--- src/rtl/rif_arbiter_if.sv ---
// Bundle of the two requester ports and the register-file port of rif_arbiter.
// The slave modport is the arbiter's view; master is the view of the surrounding logic.
interface rif_arbiter_if #(
   parameter int ADDR_WIDTH = 12,
   parameter int DATA_WIDTH = 32,
   parameter int BYTE_COUNT = DATA_WIDTH / 8
);
   logic                  m0_req;
   logic                  m0_we;
   logic [ADDR_WIDTH-1:0] m0_addr;
   logic [DATA_WIDTH-1:0] m0_wdata;
   logic [BYTE_COUNT-1:0] m0_wstrb;
   logic                  m0_done;
   logic                  m0_err;
   logic [DATA_WIDTH-1:0] m0_rdata;

   logic                  m1_req;
   logic                  m1_we;
   logic [ADDR_WIDTH-1:0] m1_addr;
   logic [DATA_WIDTH-1:0] m1_wdata;
   logic [BYTE_COUNT-1:0] m1_wstrb;
   logic                  m1_done;
   logic                  m1_err;
   logic [DATA_WIDTH-1:0] m1_rdata;

   logic [ADDR_WIDTH-1:0] rif_waddr;
   logic [ADDR_WIDTH-1:0] rif_raddr;
   logic                  rif_wr_req;
   logic                  rif_rd_req;
   logic [DATA_WIDTH-1:0] rif_wdata;
   logic [BYTE_COUNT-1:0] rif_wstrb;
   logic                  rif_wvalid;
   logic                  rif_rvalid;
   logic [DATA_WIDTH-1:0] rif_rdata;

   modport slave (
      input  m0_req, m0_we, m0_addr, m0_wdata, m0_wstrb,
      output m0_done, m0_err, m0_rdata,
      input  m1_req, m1_we, m1_addr, m1_wdata, m1_wstrb,
      output m1_done, m1_err, m1_rdata,
      output rif_waddr, rif_raddr, rif_wr_req, rif_rd_req, rif_wdata, rif_wstrb,
      input  rif_wvalid, rif_rvalid, rif_rdata
   );

   modport master (
      output m0_req, m0_we, m0_addr, m0_wdata, m0_wstrb,
      input  m0_done, m0_err, m0_rdata,
      output m1_req, m1_we, m1_addr, m1_wdata, m1_wstrb,
      input  m1_done, m1_err, m1_rdata,
      input  rif_waddr, rif_raddr, rif_wr_req, rif_rd_req, rif_wdata, rif_wstrb,
      output rif_wvalid, rif_rvalid, rif_rdata
   );
endinterface

--- src/rtl/rif_arbiter.sv ---
// Two-requester arbiter in front of a single-cycle register file; IDLE -> ISSUE -> RESP per access.
// Define RIF_ARB_RR_EN for round-robin tie-breaking; otherwise requester 0 has fixed priority.
module rif_arbiter #(
   parameter int ADDR_WIDTH = 12,
   parameter int DATA_WIDTH = 32,
   parameter int BYTE_COUNT = DATA_WIDTH / 8
) (
   input  logic       aclk,
   input  logic       aresetn,
   rif_arbiter_if.slave bus,
   output logic [1:0] debug_state,
   output logic       debug_last_grant
);

   // Handshake: mN_req is a level request, sampled only in IDLE; the access is
   // committed once sampled and is closed by a single-cycle mN_done (status in
   // mN_err, read data in mN_rdata). The register file must answer with
   // rif_wvalid/rif_rvalid (and rif_rdata) in the same cycle as the strobe.
   typedef enum logic [1:0] {
      IDLE  = 2'd0,
      ISSUE = 2'd1,
      RESP  = 2'd2
   } state_t;

   state_t                state;
   logic                  idx_q;
   logic                  last_q;
   logic                  we_q;
   logic [ADDR_WIDTH-1:0] addr_q;
   logic [DATA_WIDTH-1:0] wdata_q;
   logic [BYTE_COUNT-1:0] wstrb_q;
   logic                  wr_req_q;
   logic                  rd_req_q;
   logic                  done0_q, done1_q;
   logic                  err0_q, err1_q;
   logic [DATA_WIDTH-1:0] rdata0_q, rdata1_q;

   logic                  any_req;
   logic                  pick;
   logic                  sel_we;
   logic [ADDR_WIDTH-1:0] sel_addr;
   logic [DATA_WIDTH-1:0] sel_wdata;
   logic [BYTE_COUNT-1:0] sel_wstrb;
   logic                  rsp_ok;
   logic [DATA_WIDTH-1:0] rsp_data;

   assign any_req = bus.m0_req | bus.m1_req;

   always_comb begin
      pick = 1'b0;
      if (bus.m0_req && bus.m1_req) begin
`ifdef RIF_ARB_RR_EN
         pick = ~last_q;
`else
         pick = 1'b0;
`endif
      end else if (bus.m1_req) begin
         pick = 1'b1;
      end
   end

   always_comb begin
      sel_we    = pick ? bus.m1_we    : bus.m0_we;
      sel_addr  = pick ? bus.m1_addr  : bus.m0_addr;
      sel_wdata = pick ? bus.m1_wdata : bus.m0_wdata;
      sel_wstrb = pick ? bus.m1_wstrb : bus.m0_wstrb;
   end

   // Rejected reads return zero rather than whatever the register file drove.
   always_comb begin
      rsp_ok   = we_q ? bus.rif_wvalid : bus.rif_rvalid;
      rsp_data = (!we_q && bus.rif_rvalid) ? bus.rif_rdata : '0;
   end

   always_ff @(posedge aclk or negedge aresetn) begin
      if (!aresetn) begin
         state    <= IDLE;
         idx_q    <= 1'b0;
         last_q   <= 1'b1;
         we_q     <= 1'b0;
         addr_q   <= '0;
         wdata_q  <= '0;
         wstrb_q  <= '0;
         wr_req_q <= 1'b0;
         rd_req_q <= 1'b0;
         done0_q  <= 1'b0;
         done1_q  <= 1'b0;
         err0_q   <= 1'b0;
         err1_q   <= 1'b0;
         rdata0_q <= '0;
         rdata1_q <= '0;
      end else begin
         wr_req_q <= 1'b0;
         rd_req_q <= 1'b0;
         done0_q  <= 1'b0;
         done1_q  <= 1'b0;
         err0_q   <= 1'b0;
         err1_q   <= 1'b0;
         rdata0_q <= '0;
         rdata1_q <= '0;
         case (state)
            IDLE: begin
               if (any_req) begin
                  idx_q    <= pick;
                  we_q     <= sel_we;
                  addr_q   <= sel_addr;
                  wdata_q  <= sel_wdata;
                  wstrb_q  <= sel_wstrb;
                  wr_req_q <= sel_we;
                  rd_req_q <= ~sel_we;
                  state    <= ISSUE;
               end
            end
            ISSUE: begin
               if (idx_q) begin
                  done1_q  <= 1'b1;
                  err1_q   <= ~rsp_ok;
                  rdata1_q <= rsp_data;
               end else begin
                  done0_q  <= 1'b1;
                  err0_q   <= ~rsp_ok;
                  rdata0_q <= rsp_data;
               end
               state <= RESP;
            end
            RESP: begin
               last_q <= idx_q;
               state  <= IDLE;
            end
            default: state <= IDLE;
         endcase
      end
   end

   assign bus.rif_waddr  = addr_q;
   assign bus.rif_raddr  = addr_q;
   assign bus.rif_wr_req = wr_req_q;
   assign bus.rif_rd_req = rd_req_q;
   assign bus.rif_wdata  = wdata_q;
   assign bus.rif_wstrb  = wstrb_q;
   assign bus.m0_done    = done0_q;
   assign bus.m0_err     = err0_q;
   assign bus.m0_rdata   = rdata0_q;
   assign bus.m1_done    = done1_q;
   assign bus.m1_err     = err1_q;
   assign bus.m1_rdata   = rdata1_q;

   assign debug_state      = state;
   assign debug_last_grant = last_q;

endmodule

--- src/flat_wrapper.sv ---
// flat-port wrapper written by rule: the top's interface ports become plain ports
module rif_arbiter_flat 
#(
   parameter int ADDR_WIDTH = 12,
   parameter int DATA_WIDTH = 32,
   parameter int BYTE_COUNT = DATA_WIDTH / 8
)
  (aclk, aresetn, debug_state, debug_last_grant, bus_m0_req, bus_m0_we, bus_m0_addr, bus_m0_wdata, bus_m0_wstrb, bus_m0_done, bus_m0_err, bus_m0_rdata, bus_m1_req, bus_m1_we, bus_m1_addr, bus_m1_wdata, bus_m1_wstrb, bus_m1_done, bus_m1_err, bus_m1_rdata, bus_rif_waddr, bus_rif_raddr, bus_rif_wr_req, bus_rif_rd_req, bus_rif_wdata, bus_rif_wstrb, bus_rif_wvalid, bus_rif_rvalid, bus_rif_rdata);
  rif_arbiter_if #(.ADDR_WIDTH(ADDR_WIDTH), .DATA_WIDTH(DATA_WIDTH), .BYTE_COUNT(BYTE_COUNT)) bus_i ();
  input  logic aclk;
  input  logic aresetn;
  output logic [1:0] debug_state;
  output logic debug_last_grant;
  input wire logic [$bits(bus_i.m0_req)-1:0] bus_m0_req;
  input wire logic [$bits(bus_i.m0_we)-1:0] bus_m0_we;
  input wire logic [$bits(bus_i.m0_addr)-1:0] bus_m0_addr;
  input wire logic [$bits(bus_i.m0_wdata)-1:0] bus_m0_wdata;
  input wire logic [$bits(bus_i.m0_wstrb)-1:0] bus_m0_wstrb;
  output wire logic [$bits(bus_i.m0_done)-1:0] bus_m0_done;
  output wire logic [$bits(bus_i.m0_err)-1:0] bus_m0_err;
  output wire logic [$bits(bus_i.m0_rdata)-1:0] bus_m0_rdata;
  input wire logic [$bits(bus_i.m1_req)-1:0] bus_m1_req;
  input wire logic [$bits(bus_i.m1_we)-1:0] bus_m1_we;
  input wire logic [$bits(bus_i.m1_addr)-1:0] bus_m1_addr;
  input wire logic [$bits(bus_i.m1_wdata)-1:0] bus_m1_wdata;
  input wire logic [$bits(bus_i.m1_wstrb)-1:0] bus_m1_wstrb;
  output wire logic [$bits(bus_i.m1_done)-1:0] bus_m1_done;
  output wire logic [$bits(bus_i.m1_err)-1:0] bus_m1_err;
  output wire logic [$bits(bus_i.m1_rdata)-1:0] bus_m1_rdata;
  output wire logic [$bits(bus_i.rif_waddr)-1:0] bus_rif_waddr;
  output wire logic [$bits(bus_i.rif_raddr)-1:0] bus_rif_raddr;
  output wire logic [$bits(bus_i.rif_wr_req)-1:0] bus_rif_wr_req;
  output wire logic [$bits(bus_i.rif_rd_req)-1:0] bus_rif_rd_req;
  output wire logic [$bits(bus_i.rif_wdata)-1:0] bus_rif_wdata;
  output wire logic [$bits(bus_i.rif_wstrb)-1:0] bus_rif_wstrb;
  input wire logic [$bits(bus_i.rif_wvalid)-1:0] bus_rif_wvalid;
  input wire logic [$bits(bus_i.rif_rvalid)-1:0] bus_rif_rvalid;
  input wire logic [$bits(bus_i.rif_rdata)-1:0] bus_rif_rdata;
  assign bus_i.m0_req = bus_m0_req;
  assign bus_i.m0_we = bus_m0_we;
  assign bus_i.m0_addr = bus_m0_addr;
  assign bus_i.m0_wdata = bus_m0_wdata;
  assign bus_i.m0_wstrb = bus_m0_wstrb;
  assign bus_m0_done = bus_i.m0_done;
  assign bus_m0_err = bus_i.m0_err;
  assign bus_m0_rdata = bus_i.m0_rdata;
  assign bus_i.m1_req = bus_m1_req;
  assign bus_i.m1_we = bus_m1_we;
  assign bus_i.m1_addr = bus_m1_addr;
  assign bus_i.m1_wdata = bus_m1_wdata;
  assign bus_i.m1_wstrb = bus_m1_wstrb;
  assign bus_m1_done = bus_i.m1_done;
  assign bus_m1_err = bus_i.m1_err;
  assign bus_m1_rdata = bus_i.m1_rdata;
  assign bus_rif_waddr = bus_i.rif_waddr;
  assign bus_rif_raddr = bus_i.rif_raddr;
  assign bus_rif_wr_req = bus_i.rif_wr_req;
  assign bus_rif_rd_req = bus_i.rif_rd_req;
  assign bus_rif_wdata = bus_i.rif_wdata;
  assign bus_rif_wstrb = bus_i.rif_wstrb;
  assign bus_i.rif_wvalid = bus_rif_wvalid;
  assign bus_i.rif_rvalid = bus_rif_rvalid;
  assign bus_i.rif_rdata = bus_rif_rdata;
  rif_arbiter #(.ADDR_WIDTH(ADDR_WIDTH), .DATA_WIDTH(DATA_WIDTH), .BYTE_COUNT(BYTE_COUNT)) u_core (.aclk(aclk), .aresetn(aresetn), .bus(bus_i), .debug_state(debug_state), .debug_last_grant(debug_last_grant));
endmodule
--- config.mk ---
export PLATFORM = sky130hd
export DESIGN_NAME = rif_arbiter_flat
export DESIGN_NICKNAME = d
export VERILOG_FILES = /design/src/rtl/rif_arbiter_if.sv /design/src/rtl/rif_arbiter.sv /design/src/flat_wrapper.sv
export SDC_FILE = /design/constraint.sdc
export NUM_CORES = 1
export LEC_CHECK = 0
export ABC_CLOCK_PERIOD_IN_PS = 2150
export CAP_MARGIN = 10
export CORE_ASPECT_RATIO = 0.75
export CORE_MARGIN = 1
export CORE_UTILIZATION = 39
export CTS_CLUSTER_SIZE = 40
export DETAILED_ROUTE_END_ITERATION = 8
export GPL_TIMING_DRIVEN = 1
export MAX_ROUTING_LAYER = met4
export PLACE_DENSITY = 0.81
export SYNTH_ARGS = -nofsm -noshare
export SYNTH_HDL_FRONTEND = slang
export SYNTH_SLANG_ARGS = --single-unit
--- constraint.sdc ---
create_clock -name aclk -period 2.15 [get_ports aclk]
set_clock_uncertainty 0.15 [all_clocks]
set_input_delay 0.43 -clock aclk [delete_from_list [all_inputs] [get_ports aclk]]
set_output_delay 0.43 -clock aclk [all_outputs]
set_load 0.005 [all_outputs]
==> results of run 1 <==
worst max-delay path by stage:
stage,slack [ns],to,from,depth (start not counted)
after floorplan,0.50,u_core.bus.rif_wdata[25],bus_m0_req,5
after detailed placement,-0.06,u_core.bus.rif_raddr[11],bus_m0_req,5
after CTS,0.11,debug_last_grant,u_core.debug_last_grant,1
final,0.13,debug_last_grant,u_core.debug_last_grant,1
after global routing,0.09,debug_last_grant,u_core.debug_last_grant,1
after global placement,-0.02,u_core.bus.rif_raddr[5],bus_m0_req,5
layout make-up:
type | count | area share
Sequential cell | 123 | 0.366
Clock inverter | 7 | 0.0138
Timing Repair Buffer | 285 | 0.344
Multi-Input combinational cell | 178 | 0.196
Clock buffer | 23 | 0.0556
Inverter | 1 | 0.000446
Tap cell | 166 | 0.0247
cells in the mapped netlist, types with 2 or more instances:
library cell  count  area share
dfrtp_1         122        0.62
mux2_2           88        0.20
a21oi_1           3      0.0030
buf_4            12       0.018
clkbuf_1         12      0.0091
buf_6             2      0.0046
buf_2            10       0.010
mux2_4            9       0.027
nor2b_1           3      0.0038
and3_1           64       0.081
mux2i_1           2      0.0041
and2_1            3      0.0038
worst register-to-register path: cells and delay by family (launching register included):
kind                   cells  cell delay (ns)
buffers and inverters      1             0.20
flip-flops                 1             0.40
AO/OA/AOI/OAI              1             0.23
AND/OR/NAND/NOR            1             0.20
multiplexers               1             0.37
registers in the layout, summed over array words and instances, names as in the netlist:
name                     cells
u_core.bus.m0_err            1
u_core.debug_state           2
u_core.debug_last_grant      1
u_core.bus.m1_done           1
u_core.bus.m0_rdata         32
u_core.we_q                  1
u_core.bus.rif_wstrb         4
u_core.bus.rif_wr_req        1
u_core.bus.m1_rdata         32
u_core.bus.rif_rd_req        1
u_core.bus.m0_done           1
u_core.bus.m1_err            1
u_core.idx_q                 1
u_core.bus.rif_wdata        32
u_core.bus.rif_raddr        12
where the power goes:
group          internal [mW]  switching (mW)  leakage, nW
combinational           2.25            1.19         2.00
sequential              2.96           0.342         1.59
clock                   1.87           0.952        0.283
logic make-up (layout without fill, tap and decap cells):
group	count (synthesis)	count (layout)	synth area share
simple gates	75	75	0.0963
compound gates	4	4	0.00456
mux	99	99	0.232
buf+inv	37	316	0.0428
flops	123	123	0.624
per-stage QoR:
step	TNS, ns	setup WS, ns
finish	0	0.126
CTS	0	0.112
detailed placement	-0.993	-0.0620
global route	0	0.0858
floorplan	0	0.495
global placement	-0.152	-0.0172
metal layers:
metal,wire length (um),GRT usage
met1,5300,0.250
met4,288,0.0903
met2,6660,0.354
met3,1120,0.0877
met5,0,-
==> out/results.ini, run 1 <==
[status]
status=complete, no violations

[power]
vdd_drop_max_mv=0.674
p_leak_nw=3.87
powerDensity_mw_per_mm2=1140
total_power_mw=9.56

[critical_path]
crit_family=buffers and inverters
worst-path-max-fanout=2
worst-r2r-cell-count=4
crit_buf_inv=1
worstReg2RegStart=u_core.debug_state[0]
cp-end-kind=output pin
crit_chain=clkdlybuf4s50_1
cpMaxStageDelayCell=clkdlybuf4s50_1
cp_data_required_time_ns=1.57
crit_type=flip-flop to output pin
r2r_slack_ns=0.47
slowest_delay_ns=0.53
startpoint_type=flip-flop
r2r_end=u_core.bus.rif_wdata[31]
arrival_ns=1.44

[route]
routedWlPerCell_um=17.1
dr.pass1.iters=4
drt_iter0_markers=91
finalWirelength_mm=13.4
drtAntennaViolNets=0
post-route-drc-count=0
vias_per_cell=4.70
vias=3681

[clock_network]
clk_pin_slew_ns=0.05
cts_resized=0
cts_hold_buf=1
cts.htree.levels=4
cts_post_setup_buffers_inserted=0
cts_root_buf=clkbuf_16
cts_tree=done
cts_num_sinks=123
cts-buffers-inserted=17
insertion_delay_ns=0.40
clk_path_buf_depth=2

[worst_hold_path]
worstHoldEndpoint=u_core.bus.rif_wdata[27]
min_from=u_core.bus.rif_wdata[27]
hold_class=flip-flop to flip-flop
whs_path_depth=1

[place]
placed_area_mm2=0.00783
placed_cells=752
io_buffers=268
place.gp.congestion=0.806
hpwlAfterDp_mm=9.74

[synth]
ys_types=20
synth-edff-count=0
synth_area_mm2=0.00493
synthArstFlopShare=1.00
ys.flop_type=dfrtp_1
netlist_instances=338
ys_ff_latch=123
syn-num-nets=474
yosysWarnings=0
ys_seq_area_frac=0.624
synth.avg_cell_area_um2=14.6

[die]
die_x_um=132
die_y_um=99.4
start_util=0.401
dieArea_mm2=0.0131
io_pins=269
fp.coreArea_mm2=0.0123
rows=35

[layout]
final_util=0.684
most-common-layout-cells=clkdlybuf4s50_1 (267), dfrtp_1 (122), mux2_2 (88)
area_growth_pct=70.6
multi_input_area_mm2=0.00165
final_common_cell=clkdlybuf4s50_1
finalNetCount=742
fin_area_mm2=0.00842
drive_gt1_frac=0.233
fillers=852
regArea_mm2=0.00308
finalNonFillerCells=783
antennaDiodeCount=0

[sta]
tightest_slew_ns=0.463
period_minus_slack_ns=2.02
setup-violations-final=0
fin_crit_sh=0.942
rsz0062_at_grt=no
hold_violations=0
slew_headroom=0.691
fin_worst_hold_slack_ns=0.354
fmax_mhz=494
finalMaxSlewViolations=0

[global_routing]
antenna_found_initial=0
grt_overflow_total=0
globalRouteTotalUtil=0.222
grt_max_degree=66
grt_pass1_wl_mm=21.3
grt_pass1_vias=4051

[run]
drv_cap=0

Note: power is estimated with default switching activity, not from simulation.
==> run 2: changes to the inputs <==
--- a/config.mk
+++ b/config.mk
@@ -12,7 +12,9 @@
 export CORE_UTILIZATION = 39
 export CTS_CLUSTER_SIZE = 40
 export DETAILED_ROUTE_END_ITERATION = 8
+export GPL_ROUTABILITY_DRIVEN = 0
 export GPL_TIMING_DRIVEN = 1
+export HOLD_SLACK_MARGIN = 0.15
 export MAX_ROUTING_LAYER = met4
 export PLACE_DENSITY = 0.81
 export SYNTH_ARGS = -nofsm -noshare
==> results of run 2 <==
The final DEF is identical to that of run 1; final timing and power are the same.
==> run 3: changes to the inputs <==
--- a/config.mk
+++ b/config.mk
@@ -9,14 +9,13 @@
 export CAP_MARGIN = 10
 export CORE_ASPECT_RATIO = 0.75
 export CORE_MARGIN = 1
-export CORE_UTILIZATION = 39
+export CORE_UTILIZATION = 27
 export CTS_CLUSTER_SIZE = 40
 export DETAILED_ROUTE_END_ITERATION = 8
 export GPL_ROUTABILITY_DRIVEN = 0
 export GPL_TIMING_DRIVEN = 1
 export HOLD_SLACK_MARGIN = 0.15
 export MAX_ROUTING_LAYER = met4
-export PLACE_DENSITY = 0.81
 export SYNTH_ARGS = -nofsm -noshare
 export SYNTH_HDL_FRONTEND = slang
 export SYNTH_SLANG_ARGS = --single-unit
==> out/results.ini, run 3 (synthesized netlist as in run 1, its figures left out) <==
[clock_network]
cts_root_buf=clkbuf_16
cts_post_setup_buffers_inserted=0
cts_resized=0
cts.htree.levels=4
clk_pin_slew_ns=0.06
insertion_delay_ns=0.40
cts_tree=done
cts_hold_buf=1
cts-buffers-inserted=17
clk_path_buf_depth=2
cts_num_sinks=123

[die]
start_util=0.278
die_x_um=158
rows=42
fp.coreArea_mm2=0.0178
die_y_um=119
io_pins=269
dieArea_mm2=0.0188

[critical_path]
crit_type=flip-flop to output pin
slowest_delay_ns=0.52
crit_family=flip-flops
r2r_end=u_core.bus.rif_wdata[14]
cp_data_required_time_ns=1.57
crit_chain=clkdlybuf4s50_1
cpMaxStageDelayCell=dfstp_2
crit_buf_inv=1
worstSetupEndpoint=debug_last_grant
worst-path-max-fanout=2
path_depth=1
r2r_slack_ns=0.46
arrival_ns=1.44
startpoint_type=flip-flop
worst-r2r-cell-count=4
cp-end-kind=output pin
worstReg2RegStart=u_core.debug_state[0]
crit_start=u_core.debug_last_grant

[global_routing]
grt_overflow_total=0
grt_pass1_vias=3996
grt_pass1_wl_mm=20.8
globalRouteTotalUtil=0.150
grt_max_degree=44
antenna_found_initial=0

[layout]
final_common_cell=clkdlybuf4s50_1
multi_input_area_mm2=0.00165
final_util=0.485
antennaDiodeCount=0
regArea_mm2=0.00308
area_growth_pct=74.4
most-common-layout-cells=clkdlybuf4s50_1 (267), dfrtp_1 (122), mux2_2 (88)
drive_gt1_frac=0.241
finalNetCount=741
fin_area_mm2=0.00861
fillers=1585

[power]
p_leak_nw=3.92
vdd_drop_max_mv=0.550
seq_power_share=0.329
p_clk_frac=0.327
p_comb_frac=0.344
p_sw_mw=2.59
powerDensity_mw_per_mm2=1160
intPower_mw=7.44
swShare=0.258

[sta]
setup_tns_ns=0
tightest_slew_ns=0.358
rsz0062_at_grt=no
hold_violations=0
fmax_mhz=494
period_minus_slack_ns=2.02
fin_crit_sh=0.941
fin_ws_ns=0.126
finalMaxSlewViolations=0
slew_headroom=0.761
setup-violations-final=0

[route]
post-route-drc-count=0
drt_iter0_markers=118
dr.pass1.iters=4
wl_met1_mm=5.72
vias=3657
routedWlPerCell_um=15.8
maxUsedRoutingLayer=met4
finalWirelength_mm=13.6
drtAntennaViolNets=0
vias_per_cell=4.25
dr_wl_met2_mm=6.81
route.met3.wl_um=901

[status]
status=complete, no violations

[place]
placed_area_mm2=0.00792
io_buffers=268
hpwlAfterDp_mm=9.83
dpl_worst_slack_ns=-0.0568

[worst_hold_path]
hold_class=primary input to asynchronous set/reset pin

[run]
drv_cap=0

==> run 3: worst min-delay path by stage <==
stage                     slack [ns]  depth (start not counted)                 endpoint    start
after detailed placement        0.22                          1  u_core.bus.rif_raddr[2]  aresetn
final                           0.33                          2  u_core.bus.rif_raddr[2]  aresetn
after CTS                       0.32                          2  u_core.bus.rif_raddr[0]  aresetn
after global placement          0.22                          1  u_core.bus.rif_raddr[2]  aresetn
after global routing            0.35                          2  u_core.bus.rif_raddr[0]  aresetn
after floorplan                -0.02                          0       u_core.bus.m0_done  aresetn
==> run 3: cell type report <==
class,count,share of cell area
clock inverter,14,0.0279
clock buffer,18,0.0510
inverter,1,0.000436
timing repair buffer,284,0.336
tap,242,0.0352
multi-input combinational,178,0.192
sequential,123,0.358
==> run 3: routing by layer <==
metal	vias to the layer above	global-route usage
met5	-	-
met4	0	0.0469
met3	12	0.0437
met2	138	0.254
met1	1808	0.169
li1	1699	-
==> run 3: power groups by stage <==
stage | Sequential [mW] | Combinational (mW) | Clock (mW)
global route | 3.40 | 3.69 | 3.45
floorplan | 3.36 | 1.39 | 0
global placement | 3.32 | 3.46 | 0
detailed placement | 3.35 | 3.50 | 0
finish | 3.30 | 3.45 | 3.28
CTS | 3.32 | 3.51 | 3.36
==> run 3: metrics by stage <==
step / power [mW] / std cells / hold slack, ns
2_1_floorplan: 4.75 / 338 / -0.0156
3_3_place_gp: 6.78 / 827 / 0.220
3_5_place_dp: 6.85 / 827 / 0.218
4_1_cts: 10.2 / 860 / 0.323
5_1_grt: 10.5 / 860 / 0.350
6_report: 10.0 / 860 / 0.329
